`config.mk`:
```
export PLATFORM = sky130hd
export DESIGN_NAME = fifo_pixel_streamer
export DESIGN_NICKNAME = d
export VERILOG_FILES = /design/src/rtl/ippro_stream_pkg.sv /design/src/rtl/stream_skid_buf.sv /design/src/rtl/fifo_pixel_streamer.sv
export SDC_FILE = /design/constraint.sdc
export NUM_CORES = 1
export LEC_CHECK = 0
export CAP_MARGIN = 25
export CORE_MARGIN = 8
export CORE_UTILIZATION = 25
export DETAILED_ROUTE_END_ITERATION = 8
export PLACE_DENSITY = 0.47
export SYNTH_ARGS = -nofsm -noshare
export SYNTH_HDL_FRONTEND = slang
export SYNTH_SLANG_ARGS = --single-unit
```
`constraint.sdc`:
```
create_clock -name CLK -period 1.5 [get_ports CLK]
set_input_delay 0.15 -clock CLK [delete_from_list [all_inputs] [get_ports CLK]]
set_output_delay 0.15 -clock CLK [all_outputs]
set_load 0.02 [all_outputs]
```
`src/rtl/ippro_stream_pkg.sv`:
```
// Shared pixel-stream definitions: pixel width, default line geometry, buffer depth.
package ippro_stream_pkg;

    localparam int PIXEL_W        = 16;
    localparam int DEF_LINE_WIDTH = 512;
    localparam int DEF_COL_W      = 10;
    localparam int BUF_DEPTH      = 3;

    typedef logic [PIXEL_W-1:0] pixel_t;

endpackage

```
`src/rtl/stream_skid_buf.sv`:
```
// 3-entry synchronous buffer; push lands on the edge, head/occupancy are registered.
// Pop is ignored when empty; a push into a full buffer without a pop is an upstream bug.
module stream_skid_buf
    import ippro_stream_pkg::*;
#(
    parameter int W = PIXEL_W
) (
    input  logic         clk,
    input  logic         reset,
    input  logic         push,
    input  logic [W-1:0] push_data,
    input  logic         pop,
    output logic [W-1:0] head,
    output logic         valid,
    output logic [1:0]   occupancy
);

    logic [W-1:0] mem [BUF_DEPTH];
    logic [1:0]   rd_ptr;
    logic [1:0]   wr_ptr;
    logic [1:0]   count;
    logic         do_pop;

    function automatic logic [1:0] ptr_inc(input logic [1:0] p);
        return (p == 2'd2) ? 2'd0 : p + 2'd1;
    endfunction

    assign do_pop    = pop && (count != 2'd0);
    assign head      = mem[rd_ptr];
    assign valid     = (count != 2'd0);
    assign occupancy = count;

    always_ff @(posedge clk) begin
        if (reset) begin
            rd_ptr <= 2'd0;
            wr_ptr <= 2'd0;
            count  <= 2'd0;
            for (int i = 0; i < BUF_DEPTH; i++) begin
                mem[i] <= '0;
            end
        end else begin
            if (push) begin
                mem[wr_ptr] <= push_data;
                wr_ptr      <= ptr_inc(wr_ptr);
            end
            if (do_pop) begin
                rd_ptr <= ptr_inc(rd_ptr);
            end
            case ({push, do_pop})
                2'b10:   count <= count + 2'd1;
                2'b01:   count <= count - 2'd1;
                default: count <= count;
            endcase
        end
    end

    // The issuer reserves a slot before every read, so a push can never meet a full buffer.
    always_ff @(posedge clk) begin
        if (!reset) begin
            assert (!(push && !do_pop && (count == 2'd3)));
        end
    end

endmodule

```
`src/rtl/fifo_pixel_streamer.sv`:
```
// Drains the BRAM FIFO into a valid/ready pixel stream tagged with column and end-of-line.
// First pixel two edges after READ_EN; reads pause once buffered + in-flight words reach 3.
module fifo_pixel_streamer
    import ippro_stream_pkg::*;
#(
    parameter int DATA_W     = PIXEL_W,
    parameter int LINE_WIDTH = DEF_LINE_WIDTH,
    parameter int COL_W      = DEF_COL_W
) (
    input  logic              CLK,
    input  logic              RESET,
    input  logic              ENABLE,
    input  logic [DATA_W-1:0] FIFO_OUT,
    input  logic              EMPTY,
    input  logic              RDERR,
    output logic              READ_EN,
    output logic [DATA_W-1:0] DOUT,
    output logic              DOUT_VALID,
    input  logic              DOUT_READY,
    output logic              DOUT_EOL,
    output logic [COL_W-1:0]  COL_COUNT,
    output logic [1:0]        OCCUPANCY,
    output logic              ERR
);

    localparam logic [COL_W-1:0] LAST_COL = COL_W'(LINE_WIDTH - 1);

    logic              inflight;
    logic [2:0]        pending;
    logic              handshake;
    logic [DATA_W-1:0] head;

    // Slot reservation counts the word already requested, so DOUT_READY never reaches READ_EN.
    assign pending   = {1'b0, OCCUPANCY} + {2'b00, inflight};
    assign READ_EN   = ~RESET & ENABLE & ~EMPTY & (pending < 3'd3);
    assign handshake = DOUT_VALID & DOUT_READY;
    assign DOUT      = DOUT_VALID ? head : '0;
    assign DOUT_EOL  = DOUT_VALID & (COL_COUNT == LAST_COL);

    stream_skid_buf #(
        .W (DATA_W)
    ) u_buf (
        .clk       (CLK),
        .reset     (RESET),
        .push      (inflight),
        .push_data (FIFO_OUT),
        .pop       (handshake),
        .head      (head),
        .valid     (DOUT_VALID),
        .occupancy (OCCUPANCY)
    );

    always_ff @(posedge CLK) begin
        if (RESET) begin
            inflight  <= 1'b0;
            COL_COUNT <= '0;
            ERR       <= 1'b0;
        end else begin
            inflight <= READ_EN;
            if (handshake) begin
                COL_COUNT <= (COL_COUNT == LAST_COL) ? '0 : COL_COUNT + 1'b1;
            end
            if (RDERR) begin
                ERR <= 1'b1;
            end
        end
    end

endmodule

```
# [Yosys cells after proc, flatten, opt, wreduce, memory -nomap -nowiden]
# Memories as Yosys holds them, arrays and structs flattened. A register that Yosys moved wholly into a read port is not among the register bits.
# Cells that the tools add are included.
# Widths: inputs -> output; s select.
[word_totals] elab_cells=45 regBits=18 ram_bits=48 in_bits=22 memories=1 output_inout_bits=32
[mem_list] name="u_buf.mem" words=3 width=16 read_ports=1 rd_ports_with_merged_regs=1 write_ports=3 line="stream_skid_buf.sv:18" rtl="logic [W-1:0] mem [BUF_DEPTH];"
[classes] reduce_logical=4 bitwise_logic=7 n_addsub=6 order_cmp=1 mux=15 n_eq_ne=5
[ops] operator="$mux 16" n=2
[ops] operator="$reduce_or 16->1" n=1
[ops] operator="$add 10x1->10 const B" n=1
[ops] operator="$eq 10x9->1 const B" n=1
[ops] operator="$mux 10" n=1
[ops] operator="$mux 2" n=5
[ops] operator="$add 2x1->2 const B" n=3
[ops] operator="$eq 2x2->1 const B" n=3
[ops] operator="$mux 1" n=6
[ops] operator="$and 1x1->1" n=5
[ops] operator="$pmux 2 s2" n=1
[ops] operator="$reduce_bool 2->1" n=2
[ops] operator="$add 2x1->3" n=1
[ops] operator="$lt 3x2->1 const B" n=1
[ops] operator="$eq 2x1->1 const B" n=1
[ops] operator="$not 1->1" n=2
[ops] operator="$sub 2x1->2 const B" n=1
[ops] operator="$logic_and 1x1->1" n=1

# [Depth between registers and ports, before layout]
# Gate-level depths: netlist of run 1.
[logic_depth] ltp_word=5 ltp_mapped=6 ltp_nobuf=6

# [Hierarchy]
# A second synthesis of run 1 with hierarchy kept.
[hier_totals] cells_unflattened=255 hier_area_um2=3704.8
[modules_own_cells] mod="stream_skid_buf" area_each_um2=3055.4 n_inst=1 cells_each=178 seq_area_each_um2=2082.0
[modules_own_cells] mod="fifo_pixel_streamer" area_each_um2=649.4 n_inst=1 cells_each=77 seq_area_each_um2=240.2

# [Least setup slack after synthesis of run 1]
# No wires, ideal clock.
[synth_path] path_kind="reg-to-output" start="register u_buf.count[0] (netlist: u_buf.occupancy[0])" end="output READ_EN" arrival_time_ns=1.655 required_ns=1.350 path_buffers=0 slack_ns=-0.305 stages_incl_launch_ff=5 path_cell_list="dfxtp_1 > ha_1 > ha_1 > or4b_1 > a21oi_1"
[synth_via] elab_chain_len=3
[synth_lines] element="start: declaration" line="stream_skid_buf.sv:21" rtl="logic [1:0] count;"
[synth_lines] element="start signal: assignment" line="stream_skid_buf.sv:50" rtl="2'b10: count <= count + 2'd1;"
[synth_lines] element="start signal: assignment" line="stream_skid_buf.sv:51" rtl="2'b01: count <= count - 2'd1;"
[synth_lines] element="start signal: assignment" line="stream_skid_buf.sv:52" rtl="default: count <= count;"
[synth_lines] element="$add 2x1->3" line="fifo_pixel_streamer.sv:34" rtl="assign pending = {1'b0, OCCUPANCY} + {2'b00, inflight};"
[synth_lines] element="$lt 3x2->1" line="fifo_pixel_streamer.sv:35" rtl="assign READ_EN = ~RESET & ENABLE & ~EMPTY & (pending < 3'd3);"
[synth_lines] element="$and 1x1->1" line="fifo_pixel_streamer.sv:35"
[synth_lines] element="end: declaration" line="fifo_pixel_streamer.sv:16" rtl="output logic READ_EN,"
# Every way passes these cells.

# [Worst setup path in the final report of run 1]
# Same ends and word-level chain as after synthesis.

==> metrics.md, run 1 <==
| Metric | Value |
|---|---|
| Worst setup EP type | primary output |
| Vias in the first global route | 2535 |
| Die area | 18800 um^2 |
| Longest Clk Path Bufs | 2 |
| Final Hold Vio Count | 0 |
| R2r startpoint | u_buf.occupancy[0]$_SDFFE_PP0P_ |
| CP arrival | 1.73 ns |
| WL final | 8382 um |
| Routed len/inst | 15.32 um |
| Rows | 44 |
| Path depth of the worst reg2reg path | 8 |
| GP Congestion | 0.7264 |
| P_leak | around 2.0 nW |
| Post-synth net total | ~280 |
| Die W | between 100 and 150 um |
| Chip height | 137.1 um |
| Crit path max-delay cell type | or4b_4 |
| Area grow syn2layout | 46.76% |
| CP peak stage delay | 0.50 ns |
| CTS tree | built |
| Number of vias per cell | a little over 4 |
| Critical Path Start | u_buf.occupancy[0]$_SDFFE_PP0P_ |
| Post-route antenna net violation count | 0 |
| First-pass GRT wire length | between 10000 and 15000 um |
| Yosys Warn Count | 0 |
| Slew Viols, Final | 0 |
| Period utilization | 1.252 |
| Final HPWL DP | 5604 um |
| RSZ-0062 raised after global routing | yes |
| Gate Count Post-Synth | 257 |
| Worst Path Required | around 1.4 ns |
| Pin count of the biggest net entering global routing | 20 |
| Core box area | 14420 um^2 |
| GRT Max-Usage Layer | met2 |
| Vias | around 2300 |
| Class of the most critical setup path | flip-flop to primary output |
| Failing checks | setup timing |
| GR Util met1 | 0.1102 |
| Cells after DPL | 524 |
| Worst-Skew Late Latency | 0.33 ns |
| Clock skew | ~0.0055 ns |
| Maximum fanout along the worst path | 2 |
| Reg2reg end | u_buf.occupancy[1]$_SDFFE_PP0P_ |
| Run status | finished with violations |
| Global Route met3 Usage | 0.02496 |
| Synth area leaders | edfxtp_1 (52%), dfxtp_1 (11%), mux4_2 (9.8%), and2_1 (8.2%), nor2b_1 (2.7%) |
| Actual slew at the worst max-slew pin | 0.3231 ns |
| Port buffer count | 53 |
| Top-area cell type share of the netlist area | 0.5242 |
| Design Power | 5.906 mW |
| Share of cells above drive strength 1 | 0.3912 |
| Number of nets in the layout | about 380 |
| PD cells | 1098 nW/um^2 |
| Clock sink count | 84 |
| Worst setup SP type | flip-flop |
| Fin cells | 547 |
| Fin crit period | 1.878 ns |
| Worst path cell trace | ha_4 -> ha_4 -> or4b_4 -> a21oi_4 -> buf_6 |
| Clock transition at path regs | 0.06 ns |
| H-Tree Depth | 3 |
| CP most frequent cell | ha_4 |
| Synth Area per Inst | 14.26 um^2 |
| Worst hold path type | input port to flip-flop |
| Met2 Track Usage GR | 0.1632 |
| Antenna Cells | 0 |
| Initial antenna violation count | 0 |
| Slew HR | 0.7843 |
| Flops & latches, synth | 84 |
| Max-cap viol count | 0 |
| Total CTS buffers | 9 |
| Iteration-0 DRC Markers | 101 |
| DR DRC count | 0 |
| Total grt overflow | 0 |
| Peak VDD IR | 421.5 uV |
| Leading area contributor after synthesis | edfxtp_1 |
| Fin worst setup slack | -0.3784 ns |
| Worst reg2reg setup slack | -0.17 ns |
| GRT Total Usage | 0.09523 |
| IO Pins | 54 |
| Post-synth cell types | 35 |
| Initial Util | 0.2542 |
| Final setup fails | 20 |
| Root buf cell | clkbuf_16 |
| Post-Syn Area | ~3700 um^2 |
| DR pass1 iterations | 4 |
| Post-synthesis sequential area ratio | 0.6334 |
| Top achievable clock speed | ~0.53 GHz |
| Worst Setup EP | READ_EN |
-- worst min path at each step --
stage	from	endpoint	depth (start not counted)
after floorplan	FIFO_OUT[0]	u_buf.mem[3][0]$_DFFE_PP_	0
after global placement	ERR$_SDFFE_PP0P_	ERR$_SDFFE_PP0P_	2
after detailed placement	ERR$_SDFFE_PP0P_	ERR$_SDFFE_PP0P_	2
after CTS	RDERR	ERR$_SDFFE_PP0P_	3
after global routing	RDERR	ERR$_SDFFE_PP0P_	3
final	RDERR	ERR$_SDFFE_PP0P_	3
-- per-stage QoR --
stage / util / setup slack (ns) / area [um^2] / hold WS [ns] / setup TNS (ns)
5_1_grt: 0.3730 / -0.4327 / 5380 / 0.3895 / -6.196
2_1_floorplan: - / -0.05632 / 3729 / 0.2489 / -0.1110
4_1_cts: 0.3587 / -0.4060 / 5174 / 0.3619 / -6.246
6_report: 0.3730 / -0.3784 / 5380 / 0.3739 / -5.023
3_3_place_gp: 0.3349 / -0.5592 / 4831 / 0.4592 / -30.02
3_5_place_dp: 0.3349 / -0.5734 / 4831 / 0.4689 / -31.98
-- metal layers --
| layer | routed length (um) | up-vias | part of all wire |
|---|---|---|---|
| li1 | - | 1130 | - |
| met1 | 3618 | 1089 | 0.43 |
| met2 | 4313 | 31 | 0.51 |
| met3 | 346 | 6 | 0.041 |
| met4 | 104 | 0 | 0.012 |
| met5 | 0 | - | 0 |
-- worst max-delay path: cells and delay by family (launching register included) --
kind	cells	cell delay (ns)
and+or+nand+nor	1	0.50
adders and majority gates	2	0.31
AOI/OAI and AO/OA	1	0.13
DFF	1	0.35
buffers and inverters	1	0.13
-- Yosys cell counts --
cell / instances
edfxtp_1: 64
and2_1: 48
dfxtp_1: 20
nor2_1: 20
mux4_2: 16
nor2b_1: 16
a21oi_1: 9
nand2_1: 8
xnor2_1: 7
clkbuf_1: 5
nor3_1: 5
ha_1: 4
inv_1: 4
buf_2: 3
nand3_1: 3
or2_2: 3
xor2_1: 3
nor4_1: 2
and3_1: 1
and3b_1: 1
buf_1: 1
buf_4: 1
buf_6: 1
nand2_2: 1
nand3b_1: 1
nand4_1: 1
nand4_2: 1
nor4_4: 1
nor4b_4: 1
o21ai_0: 1
o21ai_2: 1
o21bai_4: 1
or3_1: 1
or4_4: 1
or4b_1: 1
-- kinds of logic (layout without fill, tap and decap cells) --
logic type | Yosys count | in the layout | synth area share
AO/OA/AOI/OAI | 12 | 12 | 0.02116
XOR/XNOR | 10 | 10 | 0.02389
adder cells (fa/ha/maj) | 4 | 4 | 0.01365
buffers and inverters | 15 | 121 | 0.01945
flip-flops | 84 | 84 | 0.6334
multiplexers | 16 | 16 | 0.09829
AND/OR/NAND/NOR | 116 | 116 | 0.1901
-- report_power, final --
group          internal [mW]  total, mW  switching, mW
Clock                   1.11       1.99          0.881
Combinational          0.698       1.28          0.582
Sequential              2.59       2.63         0.0459
Total                   4.40       5.91           1.51
-- cell usage in the layout (no fill, tap or decap), types with 3 or more instances in the layout --
master,synthesis,routed
a21oi_1,9,7
and2_1,48,48
buf_12,0,10
buf_4,1,35
buf_6,1,19
clkbuf_16,0,9
clkdlybuf4s50_1,0,22
clkinv_1,0,3
dfxtp_1,20,12
dfxtp_2,0,4
dfxtp_4,0,4
dlygate4sd2_1,0,12
edfxtp_1,64,64
ha_4,0,4
inv_6,0,3
mux4_2,16,16
nand2_1,8,8
nand3_1,3,3
nor2_1,20,18
nor2b_1,16,3
nor2b_4,0,13
nor3_1,5,5
xnor2_1,7,6
-- sequential cells by signal, indices dropped and copies added, names as in the netlist, named ones only --
signal,cells
u_buf.mem,64
COL_COUNT,10
u_buf.occupancy,2
u_buf.rd_ptr,2
u_buf.wr_ptr,2
ERR,1
inflight,1
-- cell type report --
type	instances	area, um^2
Timing Repair Buffer	101	1027
Tap cell	184	230.2
Clock buffer	9	225.2
Fill cell	1388	9044
Clock inverter	7	41.29
Multi-Input combinational cell	158	1494
Inverter	4	20.02
Sequential cell	84	2342
-- timing repair --
| item | in CTS | in global routing |
|---|---|---|
| endpoints found under the setup margin | 57 | 92 |
| hold endpoints to repair | 0 | 0 |
| buffers inserted | 6 | 4 |
| gates cloned | 1 | 0 |
| hold buffers | 0 | 0 |
| resized for setup | 109 | 59 |
| pin swaps | 8 | 12 |
No activity file was read; power rests on OpenSTA's default activity.
==> run 2, diff against run 1 <==
==> constraint.sdc (replaced) <==
create_clock -name CLK -period 1.7 [get_ports CLK]
set_input_delay 0.17 -clock CLK [delete_from_list [all_inputs] [get_ports CLK]]
set_output_delay 0.17 -clock CLK [all_outputs]
set_load 0.02 [all_outputs]
==> metrics.md, run 2 (synthesis gave the netlist of run 1 again) <==
| Metric | Value |
|---|---|
| Final total negative setup slack | -1.993 ns |
| Worst setup EP type | primary output |
| Reg2reg end | u_buf.occupancy[1]$_SDFFE_PP0P_ |
| Final design utilization | 0.3636 |
| Actual slew at the worst max-slew pin | 0.3410 ns |
| Die W | ~140 um |
| Die area | 18800 um^2 |
| R2r startpoint | u_buf.occupancy[1]$_SDFFE_PP0P_ |
| Worst-Skew Late Latency | 0.33 ns |
| PD cells | 999.0 nW/um^2 |
| GRT Total Usage | 0.09901 |
| Clock sink count | 84 |
| Rows | 44 |
| Final setup fails | 18 |
| Slew Viols, Final | 0 |
| Routed len/inst | ~16 um |
| Top achievable clock speed | 0.5298 GHz |
| Worst reg2reg setup slack | ~0.12 ns |
| Failing checks | setup timing |
| Path depth of the worst reg2reg path | 6 |
| Initial Util | 0.2542 |
| Final design area excluding fillers | 5245 um^2 |
| Clock transition at path regs | 0.06 ns |
| Total grt overflow | 0 |
| Root buf cell | clkbuf_16 |
| Commonest cells after routing, fill and taps aside | edfxtp_1 (64), and2_1 (48), buf_4 (37) |
| Class of the most critical setup path | flip-flop to primary output |
| Area grow syn2layout | 43.07% |
| Peak VDD IR | 400.8 uV |
| CTS tree | built |
| GRT Max-Usage Layer | met2 |
| WL final | 8604 um |
| GR Util met1 | 0.1081 |
| Port buffer count | 53 |
| Clock skew | 0.003295 ns |
| Fin crit period | 1.887 ns |
| Worst Path Required | 1.53 ns |
| Iteration-0 DRC Markers | 110 |
| Max-cap viol count | 0 |
| Number of nets in the layout | 378 |
| Commonest non-fill, non-tap cell in the layout | edfxtp_1 |
| Worst Setup EP | READ_EN |
| GP Congestion | 0.7395 |
| Met2 Track Usage GR | 0.1754 |
| Total CTS buffers | 9 |
| Run status | finished with violations |
| RSZ-0062 raised after global routing | yes |
| IO Pins | 54 |
| Share of cells above drive strength 1 | 0.3669 |
| Vias in the first global route | 2476 |
| Largest register FFs | 64 |
| Post-route antenna net violation count | 0 |
| Cts hold-fix bufs | 0 |
| Antenna Cells | 0 |
| Initial antenna violation count | 0 |
| Core box area | 14420 um^2 |
| Cells after DPL | roughly 520 |
| Worst hold path type | input port to flip-flop |
| Final Hold Vio Count | 0 |
| Vias | 2274 |
| Chip height | 137.1 um |
| CP arrival | 1.72 ns |
| Global Route met3 Usage | 0.02643 |
| First-pass GRT wire length | roughly 14000 um |
| Slew HR | 0.7706 |
| Top Registers | u_buf.mem: 64 flops, COL_COUNT: 10 flops |
| Maximum fanout along the worst path | 2 |
| H-Tree Depth | 3 |
| Dpl cell area | around 4700 um^2 |
| Critical Path Start | inflight$_SDFF_PP0_ |
| Period utilization | 1.110 |
| Fin cells | between 500 and 600 |
| DR pass1 iterations | 4 |
| Fin worst setup slack | -0.1875 ns |
| Design Power | 5.240 mW |
| Largest register by flop count | u_buf.mem |
| Longest Clk Path Bufs | 2 |
| DR DRC count | 0 |
| Pin count of the biggest net entering global routing | 20 |
| Number of vias per cell | around 4.2 |
| P_leak | 1.917 nW |
| Final HPWL DP | roughly 5600 um |
| Worst setup SP type | flip-flop |
run 2: cell types whose count changed in the layout (fill, tap and decap cells not counted), moves of 4 or more:
cell	change
dlygate4sd2_1	-11
buf_6	-4
buf_12	-4
clkdlybuf4s50_1	+11
dfxtp_2	+4
run 2: worst min path at each step:
| stage | from | to | slack, ns | cells after the start |
|---|---|---|---|---|
| floorplan | FIFO_OUT[0] | u_buf.mem[3][0]$_DFFE_PP_ | 0.27 | 0 |
| global placement | ERR$_SDFFE_PP0P_ | ERR$_SDFFE_PP0P_ | 0.45 | 2 |
| detailed placement | ERR$_SDFFE_PP0P_ | ERR$_SDFFE_PP0P_ | 0.46 | 2 |
| CTS | RDERR | ERR$_SDFFE_PP0P_ | 0.39 | 3 |
| global route | FIFO_OUT[10] | u_buf.mem[3][10]$_DFFE_PP_ | 0.46 | 1 |
| finish | RDERR | ERR$_SDFFE_PP0P_ | 0.40 | 3 |
run 2: critical path, cell delays in order, from the launching register on:
cell	delay (ns)
dfxtp_2	0.33
ha_4	0.16
ha_4	0.14
or4b_4	0.50
a21oi_4	0.13
buf_6	0.13
run 2: final cells by class:
class	count	area, um^2
Timing Repair Buffer	95	943.4
Clock inverter	7	57.56
Clock buffer	9	225.2
Fill cell	1425	9179
Multi-Input combinational cell	158	1438
Tap cell	184	230.2
Sequential cell	84	2336
Inverter	4	15.01
run 2: per-stage QoR:
| stage | hold slack [ns] | worst slack [ns] |
|---|---|---|
| floorplan | 0.2689 | -0.01062 |
| CTS | 0.3855 | -0.2382 |
| global placement | 0.4531 | -0.4105 |
| global route | 0.4551 | -0.2524 |
| detailed placement | 0.4633 | -0.4185 |
| finish | 0.3976 | -0.1875 |
run 2: per-layer routing:
layer / up-vias / share of wire
li1: 1115 / -
met1: 1108 / 0.40
met2: 39 / 0.53
met3: 12 / 0.046
met4: 0 / 0.019
met5: - / 0
run 2: timing repair:
| item | 4_1_cts | 5_1_grt |
|---|---|---|
| cloned | 1 | 0 |
| setup buffers | 7 | 0 |
| resized for setup | 134 | 15 |
| endpoints found under the setup margin | 19 | 38 |
| pin swaps | 4 | 1 |
run 2: power by group:
group / total [mW] / internal, mW / switching, mW
sequential: 2.33 / 2.28 / 0.0428
combinational: 1.05 / 0.557 / 0.496
clock: 1.86 / 1.12 / 0.746
==> run 3, diff against run 2 <==
--- a/config.mk
+++ b/config.mk
@@ -9,7 +9,8 @@
 export CORE_MARGIN = 8
 export CORE_UTILIZATION = 25
 export DETAILED_ROUTE_END_ITERATION = 8
-export PLACE_DENSITY = 0.47
+export GPL_ROUTABILITY_DRIVEN = 0
+export PLACE_DENSITY = 0.49
 export SYNTH_ARGS = -nofsm -noshare
 export SYNTH_HDL_FRONTEND = slang
 export SYNTH_SLANG_ARGS = --single-unit
==> constraint.sdc (replaced) <==
create_clock -name CLK -period 1.7 [get_ports CLK]
set_input_delay 0.51 -clock CLK [delete_from_list [all_inputs] [get_ports CLK]]
set_output_delay 0.51 -clock CLK [all_outputs]
set_load 0.02 [all_outputs]
==> metrics.md, run 3 (synthesis gave the netlist of run 1 again) <==
| Metric | Value |
|---|---|
| Run status | finished with violations |
| Failing checks | setup timing |
| Pin count of the biggest net entering global routing | 17 |
| Commonest cells after routing, fill and taps aside | edfxtp_1 (64), and2_1 (48), buf_4 (44) |
| Fin worst setup slack | -0.5380 ns |
| Worst setup EP type | primary output |
| Iteration-0 DRC Markers | 76 |
| Rows | 44 |
| Die area | 18800 um^2 |
| Core box area | 14420 um^2 |
| CP most frequent cell | ha_4 |
| Final design utilization | 0.3730 |
| Max-cap viol count | 0 |
| Period utilization | 1.316 |
| Final Hold Vio Count | 0 |
| Number of nets in the layout | 389 |
| Commonest non-fill, non-tap cell in the layout | edfxtp_1 |
| Top Registers | u_buf.mem: 64 flops, COL_COUNT: 10 flops |
| First-pass GRT wire length | roughly 14000 um |
| Fin cells | 552 |
| Largest register FFs | 64 |
| Total CTS buffers | 9 |
| PD cells | 1009 nW/um^2 |
| Largest register by flop count | u_buf.mem |
| Buf/Inv on CP | 1 |
| Peak VDD IR | around 400 uV |
| Routed len/inst | 15.53 um |
| Worst-Skew Late Latency | 0.33 ns |
| HP Start | ERR$_SDFFE_PP0P_ |
| Cells after DPL | 521 |
| WL final | ~8600 um |
| Initial antenna violation count | 0 |
| Antenna Cells | 0 |
| Final setup fails | 19 |
| Slew HR | 0.7495 |
| Final HPWL DP | 5589 um |
| Slew Viols, Final | 0 |
| Top cell family by delay on the critical path | simple AND/OR/NAND/NOR gates |
| RSZ-0062 raised after global routing | yes |
| Clock transition at path regs | 0.06 ns |
| Worst Path Required | about 1.2 ns |
| CP peak stage delay | 0.50 ns |
| Vias | 2319 |
| Fin crit period | 2.238 ns |
| Chip height | 137.1 um |
| Critical Path Start | u_buf.occupancy[0]$_SDFFE_PP0P_ |
| DR pass1 iterations | 4 |
| Crit path max-delay cell type | or4b_4 |
| Root buf cell | clkbuf_16 |
| Actual slew at the worst max-slew pin | 0.3724 ns |
| Worst path cell trace | ha_4 -> ha_4 -> or4b_4 -> a21oi_4 -> buf_6 |
| Share of cells above drive strength 1 | 0.4076 |
| Area grow syn2layout | 46.76% |
| CP arrival | 1.73 ns |
| Worst hold path type | flip-flop to flip-flop |
| Class of the most critical setup path | flip-flop to primary output |
| H-Tree Depth | 3 |
| Worst Setup Slack post-DPL | -1.032 ns |
| CTS tree | built |
| Post-route antenna net violation count | 0 |
| Total grt overflow | 0 |
| Longest Clk Path Bufs | 2 |
| Final total negative setup slack | -7.924 ns |
| R2r startpoint | inflight$_SDFF_PP0_ |
| Top achievable clock speed | 0.4468 GHz |
| Worst setup SP type | flip-flop |
| Cts hold-fix bufs | 0 |
| Number of vias per cell | roughly 4.2 |
| Die W | 137.1 um |
| Port buffer count | 53 |
| IO Pins | 54 |
| Clock skew | 0.009230 ns |
| P_leak | 2.026 nW |
| Vias in the first global route | 2551 |
| Clock sink count | 84 |
| Fill cell count | 1407 |
| GRT Total Usage | 0.09830 |
| DR DRC count | 0 |
| Initial Util | 0.2542 |
| Maximum fanout along the worst path | 2 |
run 3: cell count changes in the layout (fill, tap and decap cells not counted), moves of 2 or more:
| cell | delta |
|---|---|
| buf_6 | +3 |
| dfxtp_4 | +3 |
| buf_4 | +7 |
| dfxtp_1 | -3 |
| clkinv_1 | -2 |
| clkdlybuf4s50_1 | -13 |
| buf_12 | +2 |
| clkbuf_2 | +2 |
| clkinvlp_4 | +4 |
| clkinv_2 | -4 |
| dlygate4sd2_1 | +10 |
run 3: power by group:
part | internal (mW) | total (mW) | switching (mW)
combinational | 0.638 | 1.16 | 0.520
sequential | 2.28 | 2.32 | 0.0407
clock | 1.15 | 1.95 | 0.798
run 3: final timing paths:
path,to,slack (ns),depth (start not counted)
max,READ_EN,-0.54,5
min,ERR$_SDFFE_PP0P_,0.47,2
max reg2reg,u_buf.mem[0][14]$_SDFFCE_PN0P_,0.07,6
min reg2reg,ERR$_SDFFE_PP0P_,0.47,2
run 3: timing repair:
item | in CTS | in global routing
cloned | 2 | 0
gates resized for setup | 121 | 50
buffers inserted | 8 | 7
pin swaps | 3 | 4
setup endpoints to repair | 87 | 31
run 3: final cells by class:
cell class	count	area [um^2]	share of cell area
clock buffer	10	229.0	0.04256
clock inverter	6	72.57	0.01349
inverter	4	18.77	0.003488
multi-input combinational	158	1440	0.2677
sequential	84	2347	0.4363
tap	184	230.2	0.04279
timing repair buffer	106	1042	0.1937
run 3: metrics by stage:
stage	hold slack (ns)	total power [mW]	area, um^2
3_5_place_dp	0.4681	3.247	4813
3_3_place_gp	0.4539	3.226	4813
2_1_floorplan	0.4546	2.825	3765
6_report	0.4666	5.429	5380
5_1_grt	0.5076	5.660	5380
4_1_cts	0.4801	5.388	5230
run 3: layer usage:
layer | part of all wire | track usage
met3 | 0.042 | 0.02533
met2 | 0.53 | 0.1767
met1 | 0.41 | 0.1084
met5 | 0 | 0
met4 | 0.015 | 0.03802
run 3: worst reg2reg max path, delay by kind of cell (launching register included):
family        cells  cell delay (ns)
buf+inv           4             0.56
simple gates      2             0.44
flops             1             0.35
